--- src/rtl/alu_arbiter_pkg.sv ---
// Shared definitions for the two-requester ALU arbiter: op encodings, data width,
// condition-code reset values and the response-slot states.
package alu_arbiter_pkg;

  localparam int DATA_W = 64;

  typedef enum logic [1:0] {
    OP_ADD = 2'b00,
    OP_SUB = 2'b01,
    OP_AND = 2'b10,
    OP_XOR = 2'b11
  } alu_op_e;

  localparam logic CC_ZF_RST = 1'b1;
  localparam logic CC_SF_RST = 1'b0;
  localparam logic CC_OF_RST = 1'b0;

  typedef enum logic {
    ST_EMPTY = 1'b0,
    ST_FULL  = 1'b1
  } slot_state_e;

endpackage

--- src/rtl/alu_arbiter_if.sv ---
// Request channel of one ALU requester: valid/ready handshake plus operation fields.
interface alu_arbiter_if;
  import alu_arbiter_pkg::*;

  logic              valid;
  logic              ready;
  logic [1:0]        op;
  logic [DATA_W-1:0] a;
  logic [DATA_W-1:0] b;
  logic              setcc;

  modport master (output valid, op, a, b, setcc, input ready);
  modport slave  (input valid, op, a, b, setcc, output ready);

endinterface

--- src/rtl/alu_arbiter_alu.sv ---
// Shared combinational ALU: add/sub with signed overflow, and/xor with overflow forced low.
module alu
  import alu_arbiter_pkg::*;
(
  input  logic [1:0]        sel,
  input  logic [DATA_W-1:0] a,
  input  logic [DATA_W-1:0] b,
  input  logic              cin,
  output logic [DATA_W-1:0] result,
  output logic              overflow
);

  // Operation select; overflow compares operand signs against the result sign.
  always_comb begin
    result   = '0;
    overflow = 1'b0;
    case (sel)
      OP_ADD: begin
        result   = a + b + {{(DATA_W-1){1'b0}}, cin};
        overflow = (a[DATA_W-1] == b[DATA_W-1]) && (result[DATA_W-1] != a[DATA_W-1]);
      end
      OP_SUB: begin
        result   = a - b - {{(DATA_W-1){1'b0}}, cin};
        overflow = (a[DATA_W-1] != b[DATA_W-1]) && (result[DATA_W-1] != a[DATA_W-1]);
      end
      OP_AND: begin
        result   = a & b;
        overflow = 1'b0;
      end
      OP_XOR: begin
        result   = a ^ b;
        overflow = 1'b0;
      end
      default: begin
        result   = '0;
        overflow = 1'b0;
      end
    endcase
  end

endmodule

--- src/rtl/alu_arbiter.sv ---
// Round-robin arbiter feeding one shared ALU into a single-entry response slot,
// with architectural condition codes updated on accepted setcc requests.
module alu_arbiter
  import alu_arbiter_pkg::*;
#(
  parameter bit FIRST_PRIO = 1'b0
) (
  input  logic              clk,
  input  logic              rst_n,
  alu_arbiter_if.slave      req0,
  alu_arbiter_if.slave      req1,
  output logic              rsp_valid,
  input  logic              rsp_ready,
  output logic              rsp_id,
  output logic [DATA_W-1:0] rsp_result,
  output logic              rsp_ovf,
  output logic              cc_zf,
  output logic              cc_sf,
  output logic              cc_of
);

  slot_state_e       state_r, state_s;
  logic              last_r;
  logic              rsp_id_r, rsp_ovf_r;
  logic [DATA_W-1:0] rsp_result_r;
  logic              cc_zf_r, cc_sf_r, cc_of_r;

  logic              slot_free_s, gnt_s, accept_s, setcc_s;
  logic [1:0]        op_s;
  logic [DATA_W-1:0] a_s, b_s, alu_result_s;
  logic              alu_ovf_s;

  // Grant: readiness depends only on valids, slot occupancy and the round-robin pointer.
  always_comb begin
    slot_free_s = 1'b0;
    gnt_s       = 1'b0;
    if (rst_n) begin
      slot_free_s = (state_r == ST_EMPTY) || rsp_ready;
    end else begin
      slot_free_s = 1'b0;
    end
    case ({req1.valid, req0.valid})
      2'b01:   gnt_s = 1'b0;
      2'b10:   gnt_s = 1'b1;
      2'b11:   gnt_s = ~last_r;
      default: gnt_s = 1'b0;
    endcase
    accept_s   = slot_free_s && (req0.valid || req1.valid);
    req0.ready = accept_s && !gnt_s;
    req1.ready = accept_s && gnt_s;
  end

  // Operand mux in front of the shared ALU.
  always_comb begin
    op_s    = req0.op;
    a_s     = req0.a;
    b_s     = req0.b;
    setcc_s = req0.setcc;
    if (gnt_s) begin
      op_s    = req1.op;
      a_s     = req1.a;
      b_s     = req1.b;
      setcc_s = req1.setcc;
    end else begin
      op_s    = req0.op;
      a_s     = req0.a;
      b_s     = req0.b;
      setcc_s = req0.setcc;
    end
  end

  alu u_alu (
    .sel      (op_s),
    .a        (a_s),
    .b        (b_s),
    .cin      (1'b0),
    .result   (alu_result_s),
    .overflow (alu_ovf_s)
  );

  // Slot next state: an accept always fills it, a drain without accept empties it.
  always_comb begin
    state_s = state_r;
    case (state_r)
      ST_EMPTY: begin
        if (accept_s) state_s = ST_FULL;
        else          state_s = ST_EMPTY;
      end
      ST_FULL: begin
        if (accept_s)       state_s = ST_FULL;
        else if (rsp_ready) state_s = ST_EMPTY;
        else                state_s = ST_FULL;
      end
      default: state_s = ST_EMPTY;
    endcase
  end

  // Slot state register.
  always_ff @(posedge clk) begin
    if (!rst_n) state_r <= ST_EMPTY;
    else        state_r <= state_s;
  end

  // Response capture, pointer and condition codes; pointer resets so FIRST_PRIO wins first.
  always_ff @(posedge clk) begin
    if (!rst_n) begin
      last_r       <= ~FIRST_PRIO;
      rsp_id_r     <= 1'b0;
      rsp_result_r <= '0;
      rsp_ovf_r    <= 1'b0;
      cc_zf_r      <= CC_ZF_RST;
      cc_sf_r      <= CC_SF_RST;
      cc_of_r      <= CC_OF_RST;
    end else if (accept_s) begin
      last_r       <= gnt_s;
      rsp_id_r     <= gnt_s;
      rsp_result_r <= alu_result_s;
      rsp_ovf_r    <= alu_ovf_s;
      if (setcc_s) begin
        cc_zf_r <= (alu_result_s == '0);
        cc_sf_r <= alu_result_s[DATA_W-1];
        cc_of_r <= alu_ovf_s;
      end
    end
  end

  assign rsp_valid  = (state_r == ST_FULL);
  assign rsp_id     = rsp_id_r;
  assign rsp_result = rsp_result_r;
  assign rsp_ovf    = rsp_ovf_r;
  assign cc_zf      = cc_zf_r;
  assign cc_sf      = cc_sf_r;
  assign cc_of      = cc_of_r;

endmodule

--- src/flat_wrapper.sv ---
// flat-port wrapper written by rule: the top's interface ports become plain ports
module alu_arbiter_flat import alu_arbiter_pkg::*;
#(
  parameter bit FIRST_PRIO = 1'b0
)
  (clk, rst_n, rsp_valid, rsp_ready, rsp_id, rsp_result, rsp_ovf, cc_zf, cc_sf, cc_of, req0_valid, req0_op, req0_a, req0_b, req0_setcc, req0_ready, req1_valid, req1_op, req1_a, req1_b, req1_setcc, req1_ready);
  alu_arbiter_if req0_i ();
  alu_arbiter_if req1_i ();
  input  logic clk;
  input  logic rst_n;
  output logic rsp_valid;
  input  logic rsp_ready;
  output logic rsp_id;
  output logic [DATA_W-1:0] rsp_result;
  output logic rsp_ovf;
  output logic cc_zf;
  output logic cc_sf;
  output logic cc_of;
  input wire logic [$bits(req0_i.valid)-1:0] req0_valid;
  input wire logic [$bits(req0_i.op)-1:0] req0_op;
  input wire logic [$bits(req0_i.a)-1:0] req0_a;
  input wire logic [$bits(req0_i.b)-1:0] req0_b;
  input wire logic [$bits(req0_i.setcc)-1:0] req0_setcc;
  output wire logic [$bits(req0_i.ready)-1:0] req0_ready;
  input wire logic [$bits(req1_i.valid)-1:0] req1_valid;
  input wire logic [$bits(req1_i.op)-1:0] req1_op;
  input wire logic [$bits(req1_i.a)-1:0] req1_a;
  input wire logic [$bits(req1_i.b)-1:0] req1_b;
  input wire logic [$bits(req1_i.setcc)-1:0] req1_setcc;
  output wire logic [$bits(req1_i.ready)-1:0] req1_ready;
  assign req0_i.valid = req0_valid;
  assign req0_i.op = req0_op;
  assign req0_i.a = req0_a;
  assign req0_i.b = req0_b;
  assign req0_i.setcc = req0_setcc;
  assign req0_ready = req0_i.ready;
  assign req1_i.valid = req1_valid;
  assign req1_i.op = req1_op;
  assign req1_i.a = req1_a;
  assign req1_i.b = req1_b;
  assign req1_i.setcc = req1_setcc;
  assign req1_ready = req1_i.ready;
  alu_arbiter #(.FIRST_PRIO(FIRST_PRIO)) u_core (.clk(clk), .rst_n(rst_n), .req0(req0_i), .req1(req1_i), .rsp_valid(rsp_valid), .rsp_ready(rsp_ready), .rsp_id(rsp_id), .rsp_result(rsp_result), .rsp_ovf(rsp_ovf), .cc_zf(cc_zf), .cc_sf(cc_sf), .cc_of(cc_of));
endmodule
--- config.mk ---
export PLATFORM = sky130hd
export DESIGN_NAME = alu_arbiter_flat
export DESIGN_NICKNAME = d
export VERILOG_FILES = /design/src/rtl/alu_arbiter_pkg.sv /design/src/rtl/alu_arbiter_if.sv /design/src/rtl/alu_arbiter_alu.sv /design/src/rtl/alu_arbiter.sv /design/src/flat_wrapper.sv
export SDC_FILE = /design/constraint.sdc
export NUM_CORES = 1
export LEC_CHECK = 0
export CORE_ASPECT_RATIO = 0.9
export CORE_MARGIN = 3
export CORE_UTILIZATION = 55
export DETAILED_ROUTE_END_ITERATION = 10
export PLACE_DENSITY = 0.87
export SYNTH_ARGS = -nofsm -noshare
export SYNTH_HDL_FRONTEND = slang
export SYNTH_HIERARCHICAL = 1
export SYNTH_SLANG_ARGS = --single-unit
--- constraint.sdc ---
create_clock -name clk -period 15.93 [get_ports clk]
set_input_delay 3.186 -clock clk [delete_from_list [all_inputs] [get_ports clk]]
set_output_delay 3.186 -clock clk [all_outputs]
set_load 0.02 [all_outputs]
# [Yosys cells after proc, flatten, opt, wreduce, memory -nomap -nowiden]
# Cells that the tools add are included.
[op_classes] reduce_logical=12 addsub=2 mux=12 n_eq_ne=9 bitwise=4
[ops] op="case mux 64 bit (4 select lines)" n=1
[ops] op="two-way mux 64 bit" n=2
[ops] op="adder 64 bit" n=1
[ops] op="bitwise AND 64 bit" n=1
[ops] op="logical NOT 64 bit" n=1
[ops] op="subtractor 64 bit" n=1
[ops] op="XOR 64 bit" n=1
[ops] op="equality test 2 bit, second input constant" n=4
[ops] op="logical AND 1 bit" n=5
[ops] op="two-way mux 1 bit" n=5
[ops] op="case mux 1 bit (2 select lines)" n=2
[ops] op="inequality test 1 bit" n=3
[ops] op="case mux 1 bit (3 select lines)" n=1
[ops] op="equality test 2 x 1 -> 1 bit, second input constant" n=1
[ops] op="logical NOT 2 bit" n=1
[ops] op="logical OR 1 bit" n=2
[ops] op="two-way mux 2 bit" n=1
[ops] op="NOT 1 bit" n=2
[ops] op="AND reduction 2 bit" n=1
[ops] op="OR reduction 2 bit" n=1
[ops] op="equality test 1 bit" n=1
[ops] op="logical NOT 1 bit" n=1
[totals] elab_cells=47 output_inout_bits=72 in_bits=267 regBits=71

# [Depth between registers and ports, before layout]
[depth] ltp_word=7 mapped_depth=25 depth_no_buf=23

# [Hierarchy]
# Netlist, hierarchy kept.
[by_module_without_submodules] mod="alu" cells_per_inst=1636 area_per_inst_um2=10585.2 instances=1 seq_area_each_um2=0.0
[by_module_without_submodules] mod="alu_arbiter" cells_per_inst=477 area_per_inst_um2=4142.7 instances=1 seq_area_each_um2=1421.4

# [Worst setup path before layout]
# No wires, ideal clock.
[synth_timing] path_type="in2reg" from="in req1_valid" to="reg u_core.cc_zf_r (netlist: u_core/cc_zf)" path_stages=24 slack_ns=7.170 n_path_buf=2 setup_ns=0.095 arrival_time_ns=8.665 path_cell_list="a21boi_2 buf_2 buf_2 mux2_2 inv_1 fa_1 ha_1 or2_2 fa_1 nor2b_1 o211ai_1 and3_1 a211o_1 a31oi_1 o41ai_1 a31oi_1 o21ai_0 a21oi_1 xor2_1 a21oi_1 nor4_1 nand4_1 or4_1 o311ai_1"
[synth_via] elab_chain_cells=6 word_cells_on_any_way=20
[synth_lines] item="start, declared" line_no="flat_wrapper.sv:25" source="input wire logic [$bits(req1_i.valid)-1:0] req1_valid;"
[synth_lines] item="equality test 2 bit" line_no="alu_arbiter.sv:42" source="case ({req1.valid, req0.valid})"
[synth_lines] item="case mux 1 bit (2 select lines) (*)" line_no="alu_arbiter.sv:42"
[synth_lines] item="two-way mux 64 bit (*)" line_no="alu_arbiter.sv:59" source="if (gnt_s) begin"
[synth_lines] item="via u_core.a_s[0]" line_no="alu_arbiter.sv:30" source="logic [DATA_W-1:0] a_s, b_s, alu_result_s;"
[synth_lines] item="subtractor 64 bit or adder 64 bit (tied branches)" line_no="alu_arbiter_alu.sv:23, alu_arbiter_alu.sv:19"
[synth_lines] item="case mux 64 bit (4 select lines) (*)" line_no="alu_arbiter_alu.sv:17" source="case (sel)"
[synth_lines] item="via u_core.alu_result_s[58]" line_no="alu_arbiter.sv:30"
[synth_lines] item="logical NOT 64 bit (*)" line_no="alu_arbiter.sv:120" source="cc_zf_r <= (alu_result_s == '0);"
[synth_lines] item="end signal, assigned" line_no="alu_arbiter.sv:120"
[synth_lines] item="end, declared" line_no="alu_arbiter.sv:26" source="logic cc_zf_r, cc_sf_r, cc_of_r;"
# The timed path passes the listed nets; every way through them passes the cells marked *.
# A chain may end at the register's enable or synchronous reset.

# [Final worst setup path]
[layout_timing] from="in req1_valid" to="reg u_core.cc_zf_r (netlist: u_core/cc_zf)"
[layout_via] elab_chain_cells=6 word_cells_on_any_way=20
[layout_lines] item="equality test 2 bit" line_no="alu_arbiter.sv:42"
[layout_lines] item="case mux 1 bit (2 select lines) (*)" line_no="alu_arbiter.sv:42"
[layout_lines] item="two-way mux 64 bit (*)" line_no="alu_arbiter.sv:59"
[layout_lines] item="via u_core.b_s[0]" line_no="alu_arbiter.sv:30"
[layout_lines] item="subtractor 64 bit or adder 64 bit (tied branches)" line_no="alu_arbiter_alu.sv:23, alu_arbiter_alu.sv:19"
[layout_lines] item="case mux 64 bit (4 select lines) (*)" line_no="alu_arbiter_alu.sv:17"
[layout_lines] item="via u_core.alu_result_s[42]" line_no="alu_arbiter.sv:30"
[layout_lines] item="logical NOT 64 bit (*)" line_no="alu_arbiter.sv:120"
# Marked as above.

==> metrics.md <==
| Metric | Value |
|---|---|
| Final estimated routing congestion in global placement | 1.01 |
| Core region area | 0.0262 mm2 |
| Hold path start | u_core/rsp_result[41] |
| CTS tree | built |
| I/O Buffers | 338 |
| Fraction of power spent switching nets | 52.0% |
| Depth of the worst hold-timing path | 2 |
| Top fanout value on the critical path | 63 |
| Result of the run | finished, final reports clean |
| Worst slew margin | 26.5% |
| I/O Pins | 339 |
| Via count | 18,000 |
| CTS Root Buffer Type | sky130_fd_sc_hd__clkbuf_16 |
| Part of the total power dissipated in the clock network | 13.3% |
| Die area | 0.0288 mm2 |
| Met3 routed WL | 7010 um |
| Clock slew seen by the registers of the worst setup and hold paths | 0.07 ns |
| Setup slack of the worst register-to-register path | 8.41 ns |
| Data arrival time of the critical path | 10.75 ns |
| Power density over the cells | 93.3 mW/mm2 |
| Tightest Pin Transition | 1.09 ns |
| Uppermost routed layer | met4 |
| Synthesized instance count | 2,113 |
| Worst reg2reg endpoint | u_core/cc_zf |
| First-pass GRT wire length | 93,500 um |
| Area growth from synthesis to layout | 26.0% |
| VDD IR-drop max | 0.0726 mV |
| Unrepaired setup endpoints after global routing | no |
| Max Root-Sink Buffers | 2 |
| Post-placement cell count | 2,709 |
| Combinational power share | 73.5% |
| Hold Crit Class | flip-flop to flip-flop |
| Cell-internal power | 0.830 mW |
| Number of buffers added by the clock tree synthesis step | 9 |
| Most frequent cell after synthesis | sky130_fd_sc_hd__nand2_1 |
| Switching power of the nets | 0.900 mW |
| Share of synthesized area occupied by flip-flops and latches | 9.65% |
| Global routing usage summed across all routing layers | 40.3% |
| Dominant cell type by area after synthesis | sky130_fd_sc_hd__ha_1 |
| Synth Register Bits | 71 |
| Number of DRC violations after detailed routing | 0 |
| Total leakage power | 7.93 nW |
| Final cell count without fillers | 2,725 |
| Worst setup SP type | input pin |
| Die outline height | 161 um |
| CTS H-tree depth | 3 |
| Std-Cell Rows | 56 |
| Worst setup EP type | flip-flop |
| Pin count of the biggest net entering global routing | 87 |
| Max-cap check violation count | 0 |
| Final routed wire length divided by cell count | 22.2 um |
| Vias in the first global route | 17,700 |
| Origin of the critical flop-to-flop path | u_core/last_r |
| Initial core utilization | 56.2% |
| Resized Gates After CTS | 0 |
| Total of warnings raised by yosys | 6 |
| Portion of the clock cycle consumed by the worst path in the final layout | 65.9% |
| Mapped cell area | 0.0147 mm2 |
| Die X | 178 um |
| Upper clock frequency limit | 95.3 MHz |
| Post-CTS Hold Buffers | 0 |
| Clock latency on the worst-skew pair | 0.36 ns |
| Number of inserted filler cells in the final layout | 2,183 |
| Number of cells on the worst reg-to-reg path | 23 |
| Clock period minus final worst setup slack | 10.49 ns |
| Starting DRC count in detailed routing | 2,486 |
| Max Slew Vio Count | 0 |
| Final Net Count | 2,831 |
| Largest clock skew in the final design | 0.0183 ns |
| Leading post-synthesis cells by instance count | sky130_fd_sc_hd__nand2_1 (252), sky130_fd_sc_hd__inv_1 (215), sky130_fd_sc_hd__a21oi_1 (207) |
| Synth Area per Inst | 6.97 um2 |
| Post-route setup TNS | 0 ns |
| Sequential group share of total power | 13.2% |
| Detailed-routing wirelength on met1 | 23,300 um |
| Max incr delay on CP | 0.79 ns |
| Post-CTS setup repair buffer count | 0 |
| Slowest-stage cell, CP | sky130_fd_sc_hd__nor4_1 |
| Routed length on met2 | 27,300 um |
| Number of antenna repair diodes | 0 |
| # setup viols final | 0 |
| Post-route ant nets | 0 |
| Number of enable flip-flop cells after synthesis | 0 |
| DP Worst Slack | 5.28 ns |
| Leading post-synthesis cells by cell area | sky130_fd_sc_hd__ha_1 (16%), sky130_fd_sc_hd__mux2_2 (9.9%), sky130_fd_sc_hd__dfxtp_1 (9.7%) |
| 1st-pass router iterations | 9 |
| Distinct cell type count of the synthesized netlist | 90 |
| Slack of the critical path | 5.44 ns |
| Per-cell via count in the routed design | 6.60 |
| Crit path required time | 16.19 ns |
| Global route overflow | 0 |
| Number of antenna violations at the first check in global routing | 0 |
| Share of synthesized flip-flops with an asynchronous set or reset | 0% |
| Top FF cell, synth | sky130_fd_sc_hd__dfxtp_1 |
| Ratio of cells with drive above 1 in the final layout | 8.50% |
| Final hold vios | 0 |
| Clock tree sinks | 71 |
| Sink of the worst hold path | u_core/rsp_result[41] |
| HPWL after detailed placement | 47,500 um |
| Hold slack | 0.460 ns |
| Total length of routed wires | 60,600 um |
| Share of the synthesized area in the top cell type | 16.0% |
| Startpoint-to-endpoint class of the critical path | input pin to flip-flop |
| Critical path cell sequence | clkdlybuf4s50_1 > a21boi_4 > buf_4 > mux2_2 > fa_1 > inv_1 > ha_1 > or2_2 > fa_1 > nor2b_1 > o211ai_1 > and3_1 > a211o_1 > a31oi_1 > o41ai_1 > a21oi_1 > o21bai_1 > xor2_1 > o22ai_1 > a21oi_1 > nor4_1 > nand4_1 > or4_1 > o311ai_1 |
## sequential cells by signal, summed over array words and instances (netlist names)
register	flops
u_core/cc_of	1
u_core/cc_sf	1
u_core/cc_zf	1
u_core/last_r	1
u_core/rsp_id	1
u_core/rsp_ovf	1
u_core/rsp_result	64
u_core/rsp_valid	1
## cells in the final DEF (no fill, tap or decap), drive strengths merged, types with 8 or more instances in the layout
cell type / count
buf: 15
a31oi: 31
nor3: 41
xnor2: 37
nand2b: 9
nand4: 28
nor4: 37
nand3: 94
o31a: 15
or3: 13
mux2: 130
nor2b: 21
nor2: 127
a221oi: 22
and3: 8
nand2: 253
a21o: 44
o211ai: 13
o21bai: 26
ha: 188
a21oi: 208
clkbuf: 9
inv: 219
o31ai: 26
xor2: 26
a211oi: 34
o21ai: 128
o41ai: 10
mux2i: 8
clkdlybuf4s50: 337
dfxtp: 71
nand3b: 8
## cells by family (layout without fill, tap and decap cells)
logic type | count (synthesis) | after routing | synth area share [%]
and+or+nand+nor | 669 | 669 | 21.7
other | 1 | 2 | 0.0255
buffers and inverters | 326 | 589 | 8.51
adders and majority gates | 192 | 192 | 16.5
xor gates and xnor gates | 63 | 63 | 3.75
DFF | 71 | 71 | 9.65
muxes | 142 | 142 | 11.1
AOI/OAI and AO/OA | 649 | 649 | 28.8
## power by group through the flow
stage,combinational (mW),clock (mW),sequential (mW)
after floorplan,0.781,0,0.269
after global placement,1.20,0,0.230
after detailed placement,1.22,0,0.232
after CTS,1.23,0.230,0.229
after global routing,1.36,0.237,0.232
final,1.27,0.231,0.229
## metal layers
metal	global-route usage, %	vias to the layer above
met4	18.3	0
met5	0	-
met3	10.2	259
met2	65.3	1285
met1	50.1	8302
li1	-	8148
## area by class of cell
cell class | instances | area [um2] | area share [%]
Tap cell | 348 | 435 | 2.35
Clock buffer | 9 | 225 | 1.21
Clock inverter | 7 | 77.6 | 0.418
Inverter | 221 | 830 | 4.47
Multi-Input combinational cell | 1717 | 12100 | 65.1
Timing Repair Buffer | 352 | 3480 | 18.8
Sequential cell | 71 | 1420 | 7.66
## stage by stage
step	power (mW)	instance area (um2)	utilization [%]
floorplan	1.05	14700	-
global placement	1.43	18300	69.6
detailed placement	1.45	18300	69.6
CTS	1.69	18600	70.8
global route	1.83	18600	70.8
finish	1.73	18600	70.8
## critical path: cells and delay by family
| family | cells | cell delay (ns) |
|---|---|---|
| mux | 1 | 0.47 |
| compound gates | 10 | 2.20 |
| fa+ha+maj | 3 | 1.21 |
| xor+xnor | 1 | 0.21 |
| simple gates | 6 | 2.26 |
| buf+inv | 3 | 1.20 |
## worst max-delay path by stage
stage | startpoint | to | slack [ns] | cells past startpoint
5_1_grt | req1_valid | u_core/cc_zf | 5.27 | 24
2_1_floorplan | req1_valid | u_core/cc_zf | 7.17 | 24
4_1_cts | req1_valid | u_core/cc_zf | 5.61 | 24
3_3_place_gp | req1_valid | u_core/cc_zf | 5.54 | 24
3_5_place_dp | req1_valid | u_core/cc_zf | 5.28 | 24
6_report | req1_valid | u_core/cc_zf | 5.44 | 24
Power figures use the tool's default switching activity.
